===== src/rtl/envelope_sequencer_multi.sv =====
`default_nettype none
// ============================================================================
// Module   : envelope_sequencer_multi
// Brief    : Time-multiplexed, ROM-table-driven volume envelope sequencer for
//            NUM_CH channels sharing one synchronous instrument ROM.
// Revision : 1.0 - initial release
// ============================================================================
module envelope_sequencer_multi #(
  parameter int NUM_CH     = 4,
  parameter int AMP_W      = 4,
  parameter int INST_W     = 4,
  parameter int STEPS_LOG2 = 4,
  parameter int DUR_W      = 6
) (
  input  logic                          i_clk,
  input  logic                          i_rst_n,
  input  logic [NUM_CH-1:0]             i_load_instrument,
  input  logic [NUM_CH*INST_W-1:0]      i_instrument,
  input  logic [NUM_CH-1:0]             i_key_off,
  input  logic                          i_strobe,
  output logic                          o_busy,
  output logic                          o_valid,
  output logic [NUM_CH*AMP_W-1:0]       o_amplitude,
  output logic [INST_W+STEPS_LOG2-1:0]  o_rom_addr,
  input  logic [15:0]                   i_rom_data
);

  localparam int         c_ch_w      = (NUM_CH > 1) ? $clog2(NUM_CH) : 1;
  localparam logic [1:0] c_op_step   = 2'b00;
  localparam logic [1:0] c_op_sustain = 2'b01;
  localparam logic [1:0] c_op_end    = 2'b10;
  localparam logic [1:0] c_op_jump   = 2'b11;

  typedef enum logic [2:0] {
    S_IDLE  = 3'd0,
    S_SCAN  = 3'd1,
    S_WAIT  = 3'd2,
    S_APPLY = 3'd3,
    S_DONE  = 3'd4
  } state_t;

  state_t r_state;
  state_t w_next;

  logic [c_ch_w-1:0]             r_ch;
  logic                          r_pending;
  logic                          r_stale;
  logic [INST_W+STEPS_LOG2-1:0]  r_rom_addr;

  logic                          r_active [NUM_CH];
  logic                          r_rel    [NUM_CH];
  logic                          r_sus    [NUM_CH];
  logic [STEPS_LOG2-1:0]         r_step   [NUM_CH];
  logic [DUR_W-1:0]              r_cnt    [NUM_CH];
  logic [INST_W-1:0]             r_inst   [NUM_CH];
  logic [AMP_W-1:0]              r_amp    [NUM_CH];

  logic                          w_fetch;
  logic                          w_last;
  logic [1:0]                    w_op;
  logic [DUR_W-1:0]              w_dur;
  logic [DUR_W-1:0]              w_dur1;
  logic [AMP_W-1:0]              w_amp;
  logic [STEPS_LOG2-1:0]         w_tgt;
  logic                          w_unused;

  assign w_op     = i_rom_data[15:14];
  assign w_dur    = i_rom_data[8 +: DUR_W];
  assign w_dur1   = (w_dur == '0) ? DUR_W'(1) : w_dur;
  assign w_amp    = i_rom_data[0 +: AMP_W];
  assign w_tgt    = i_rom_data[8 +: STEPS_LOG2];
  assign w_unused = ^i_rom_data;

  assign o_busy     = (r_state != S_IDLE);
  assign o_valid    = (r_state == S_DONE);
  assign o_rom_addr = r_rom_addr;

  genvar g;
  generate
    for (g = 0; g < NUM_CH; g++) begin : g_amp_pack
      assign o_amplitude[g*AMP_W +: AMP_W] = r_amp[g];
    end
  endgenerate

  always_ff @(posedge i_clk or negedge i_rst_n) begin
    if (!i_rst_n) r_state <= S_IDLE;
    else          r_state <= w_next;
  end

  // A channel is fetched when active, not parked on an unreleased sustain,
  // and its hold counter has run down to 0 or 1.
  always_comb begin
    w_next  = r_state;
    w_fetch = 1'b0;
    w_last  = (r_ch == c_ch_w'(NUM_CH - 1));
    case (r_state)
      S_IDLE:  if (i_strobe || r_pending) w_next = S_SCAN;
      S_SCAN: begin
        w_fetch = r_active[r_ch] && !(r_sus[r_ch] && !r_rel[r_ch]) &&
                  (r_cnt[r_ch] <= DUR_W'(1));
        if (w_fetch)     w_next = S_WAIT;
        else if (w_last) w_next = S_DONE;
      end
      S_WAIT:  w_next = S_APPLY;
      S_APPLY: w_next = w_last ? S_DONE : S_SCAN;
      S_DONE:  w_next = S_IDLE;
      default: w_next = S_IDLE;
    endcase
  end

  always_ff @(posedge i_clk or negedge i_rst_n) begin
    if (!i_rst_n) begin
      r_ch       <= '0;
      r_pending  <= 1'b0;
      r_stale    <= 1'b0;
      r_rom_addr <= '0;
      for (int c = 0; c < NUM_CH; c++) begin
        r_active[c] <= 1'b0;
        r_rel[c]    <= 1'b0;
        r_sus[c]    <= 1'b0;
        r_step[c]   <= '0;
        r_cnt[c]    <= '0;
        r_inst[c]   <= '0;
        r_amp[c]    <= '0;
      end
    end else begin
      if (r_state != S_IDLE && i_strobe)
        r_pending <= 1'b1;
      else if (r_state == S_IDLE && (i_strobe || r_pending))
        r_pending <= 1'b0;

      case (r_state)
        S_IDLE:  r_ch <= '0;
        S_SCAN: begin
          r_stale <= i_load_instrument[r_ch];
          if (w_fetch) r_rom_addr <= {r_inst[r_ch], r_step[r_ch]};
          else         r_ch <= r_ch + 1'b1;
        end
        S_WAIT:  r_stale <= r_stale | i_load_instrument[r_ch];
        S_APPLY: r_ch <= r_ch + 1'b1;
        default: ;
      endcase

      // Load has priority over both the countdown and an in-flight apply.
      for (int c = 0; c < NUM_CH; c++) begin
        if (i_load_instrument[c]) begin
          r_active[c] <= 1'b1;
          r_rel[c]    <= 1'b0;
          r_sus[c]    <= 1'b0;
          r_step[c]   <= '0;
          r_cnt[c]    <= '0;
          r_amp[c]    <= '0;
          r_inst[c]   <= i_instrument[c*INST_W +: INST_W];
        end else begin
          if (i_key_off[c] && r_active[c]) r_rel[c] <= 1'b1;
          if (r_state == S_SCAN && r_ch == c_ch_w'(c) && !w_fetch &&
              r_active[c] && !(r_sus[c] && !r_rel[c]))
            r_cnt[c] <= r_cnt[c] - 1'b1;
          if (r_state == S_APPLY && r_ch == c_ch_w'(c) && !r_stale) begin
            case (w_op)
              c_op_step: begin
                r_amp[c]  <= w_amp;
                r_step[c] <= r_step[c] + 1'b1;
                r_cnt[c]  <= w_dur1;
                r_sus[c]  <= 1'b0;
              end
              c_op_sustain: begin
                r_amp[c]  <= w_amp;
                r_step[c] <= r_step[c] + 1'b1;
                r_cnt[c]  <= w_dur1;
                r_sus[c]  <= 1'b1;
              end
              c_op_end: begin
                r_amp[c]    <= w_amp;
                r_active[c] <= 1'b0;
                r_sus[c]    <= 1'b0;
              end
              default: begin
                r_step[c] <= w_tgt;
                r_cnt[c]  <= DUR_W'(1);
                r_sus[c]  <= 1'b0;
              end
            endcase
          end
        end
      end
    end
  end

endmodule
`default_nettype wire


===== config.mk =====
export PLATFORM = sky130hd
export DESIGN_NAME = envelope_sequencer_multi
export DESIGN_NICKNAME = d
export VERILOG_FILES = /design/src/rtl/envelope_sequencer_multi.sv
export SDC_FILE = /design/constraint.sdc
export NUM_CORES = 1
export LEC_CHECK = 0
export ABC_AREA = 0
export CELL_PAD_IN_SITES_DETAIL_PLACEMENT = 0
export CELL_PAD_IN_SITES_GLOBAL_PLACEMENT = 1
export CORE_MARGIN = 5
export CORE_UTILIZATION = 45
export CTS_CLUSTER_DIAMETER = 30
export DETAILED_ROUTE_END_ITERATION = 10
export DONT_BUFFER_PORTS = 1
export PLACE_DENSITY_LB_ADDON = 0.1
export SLEW_MARGIN = 0
export SYNTH_ARGS = -nofsm -noshare
export SYNTH_HDL_FRONTEND = slang
export SYNTH_SLANG_ARGS = --single-unit
export TNS_END_PERCENT = 30

===== constraint.sdc =====
create_clock -name i_clk -period 3.7 [get_ports i_clk]
set_input_delay 0.555 -clock i_clk [delete_from_list [all_inputs] [get_ports i_clk]]
set_output_delay 0.555 -clock i_clk [all_outputs]
set_load 0.02 [all_outputs]

==> impl_metrics.json <==
{
  "syn_to_final_growth_pct": 6.76,
  "placedInstanceArea_um2": 5430,
  "fp-row-count": 39,
  "grt_max_degree": 100,
  "fin_setup_tns_ps": 0,
  "fin_crit_ps": 2640,
  "final_area_um2": 5730,
  "cp.required_ps": 3920,
  "cts_resized": 0,
  "finalWeightedCongestion": 0.877,
  "cts_setup_buffers": 0,
  "hold_viol": 0,
  "finalNonFillerCells": 636,
  "clk_pin_slew_ps": 70,
  "cts_max_level": 3,
  "nNetsFinal": 543,
  "synth_edf_count": 0,
  "vias_per_cell": 5.86,
  "crit_fanout": 12,
  "synth_common_cells": "dfrtp_1 (99), nor2_1 (50), a21oi_1 (25)",
  "synth.top_cell.area_share": 0.462,
  "clock_skew_ps": 9.00,
  "leakagePower_nw": 2.40,
  "start_util": 0.464,
  "start_kind": "flip-flop",
  "vias": 3724,
  "firstDrtPassIters": 5,
  "synth.distinct_cells": 60,
  "cp.arrival_ps": 2860,
  "wire_per_inst_um": 21.4,
  "power.total_mw": 4.03,
  "yosysSeqAreaShare": 0.462,
  "grt_pass1_wl_mm": 21.8,
  "io_pins": 69,
  "max_clock_freq_mhz": 379,
  "min_path_type": "primary input to async pin",
  "synth_seq_cells": 99,
  "die_area_um2": 14200,
  "numPortBuffers": 0,
  "syn_avg_cell_area_um2": 10.7,
  "clk_path_buf_depth": 2,
  "cp-end-kind": "flip-flop",
  "die_y_um": 119,
  "core_area_um2": 11600,
  "drtIter0Drc": 220,
  "syn_nets": 555,
  "synth_area_um2": 5370,
  "power.density_nw_per_um2": 703,
  "ys_warn_count": 0,
  "synthArstFlopShare": 1.00,
  "worstMarginPinSlew_ps": 978,
  "rsz0062_at_grt": "no",
  "overflow": 0,
  "status": "finished, final reports clean",
  "slew_headroom": 0.341,
  "hold_ws_ps": 121,
  "setup_viol": 0,
  "antenna_found_initial": 0,
  "placed_cells": 619,
  "ys_top_cells_by_area": "dfrtp_1 (46%), mux2_2 (5.0%), mux2i_1 (4.3%)",
  "detail-route-antenna-nets": 0,
  "maxCapViolations": 0,
  "path_class": "flip-flop to flip-flop",
  "clk_latency_ps": 350,
  "first_global_vias": 3707,
  "wl_mm": 13.6,
  "drc": 0,
  "irDropWorstVdd_v": 0.000255,
  "synth_cells": 500,
  "synth_most_common_cell": "dfrtp_1",
  "final_max_slew_viol_count": 0,
  "hpwl_mm": 9.44,
  "yosysTopAreaCell": "dfrtp_1",
  "synthFlopType": "dfrtp_1",
  "numCtsBuffers": 9,
  "drive_gt1_frac": 0.183,
  "cts_tree": "done",
  "die_x_um": 119,
  "clock-sinks": 99,
  "min_period_over_period": 0.713,
  "grt_util_all_layers": 0.199,
  "antenna_cells": 0,
  "cts-root-buf": "clkbuf_16"
}
==> area by class of cell <==
| class | count | area [µm²] |
|---|---|---|
| fillers | 1081 | 5830 |
| clock buffers | 9 | 225 |
| flip-flops and latches | 99 | 2480 |
| multi-input cells | 356 | 2680 |
| well taps | 143 | 179 |
| repair buffers | 5 | 57.6 |
| inverters | 17 | 63.8 |
| clock inverters | 7 | 51.3 |
==> registers in the layout, indices dropped and copies added (netlist names), 2 cells and up <==
signal,cells
o_rom_addr,8
r_active,4
r_cnt,24
r_step,16
r_ch,2
r_rel,4
o_amplitude,16
r_inst,16
r_state,3
r_sus,4
==> kinds of logic (layout without fill, tap and decap cells) <==
group / count (synthesis) / count (layout) / synth area share
buffers and inverters: 45 / 38 / 0.0399
and+or+nand+nor: 180 / 180 / 0.197
DFF: 99 / 99 / 0.462
adders and majority gates: 12 / 12 / 0.0280
muxes: 59 / 59 / 0.139
xor gates and xnor gates: 17 / 17 / 0.0277
AOI/OAI and AO/OA: 88 / 88 / 0.107
==> cell usage in the layout, fill, tap and decap left out, types with 4 or more instances in the layout <==
master / instances
nand3b_1: 4
nand2b_1: 23
clkbuf_16: 9
o22ai_1: 17
nor2_1: 50
buf_4: 4
nor3_1: 13
a211oi_1: 4
xnor2_1: 17
nand3_1: 21
dfrtp_1: 99
mux4_2: 9
a21oi_1: 25
ha_1: 12
mux2i_1: 23
mux2_2: 24
o21ai_0: 16
a31oi_1: 4
or2_2: 6
inv_1: 17
o221a_2: 4
nand2_1: 22
==> worst paths after layout <==
path                       slack (ps)        endpoint            startpoint  cells after the start
hold / removal                    120        r_rel[1]               i_rst_n                      1
max in group asynchronous        3170       r_cnt[13]               i_rst_n                      1
hold reg to reg                   480       r_pending             r_pending                      1
setup reg to reg                 1060       r_cnt[22]               r_ch[0]                      8
setup / recovery                 1060       r_cnt[22]               r_ch[0]                      8
min in group i_clk                260  o_amplitude[5]  i_load_instrument[1]                      1
==> power by group <==
part           switching [mW]  internal [mW]  total [mW]
Combinational           0.905          0.703        1.61
Sequential              0.256           1.27        1.53
Clock                   0.431          0.462       0.893
==> layer usage <==
layer / vias to the layer above / global-route usage / wire [µm]
li1: 1779 / - / -
met3: 14 / 0.0531 / 541
met1: 1867 / 0.271 / 6160
met4: 0 / 0.0666 / 276
met2: 64 / 0.309 / 6640
met5: - / 0 / 0
==> repair_timing <==
| action | 4_1_cts | 5_1_grt |
|---|---|---|
| endpoints found under the setup margin | 0 | 0 |
| hold endpoints to repair | 99 | 0 |
| hold buffers | 1 | 0 |
==> critical path, stage by stage (launching register included) <==
cell and delay (ps):
dfrtp_1 530, buf_4 290, inv_1 120, ha_1 340
nand3_1 360, or4_1 530, nor3_2 140, xnor2_1 140
o22ai_1 80
==> metrics by stage <==
| step | utilization | setup slack, ps |
|---|---|---|
| 4_1_cts | 0.496 | 1020 |
| 3_3_place_gp | 0.469 | 1100 |
| 6_report | 0.496 | 1060 |
| 2_1_floorplan | - | 1320 |
| 3_5_place_dp | 0.469 | 1040 |
| 5_1_grt | 0.496 | 851 |
Power figures use the tool's default switching activity.
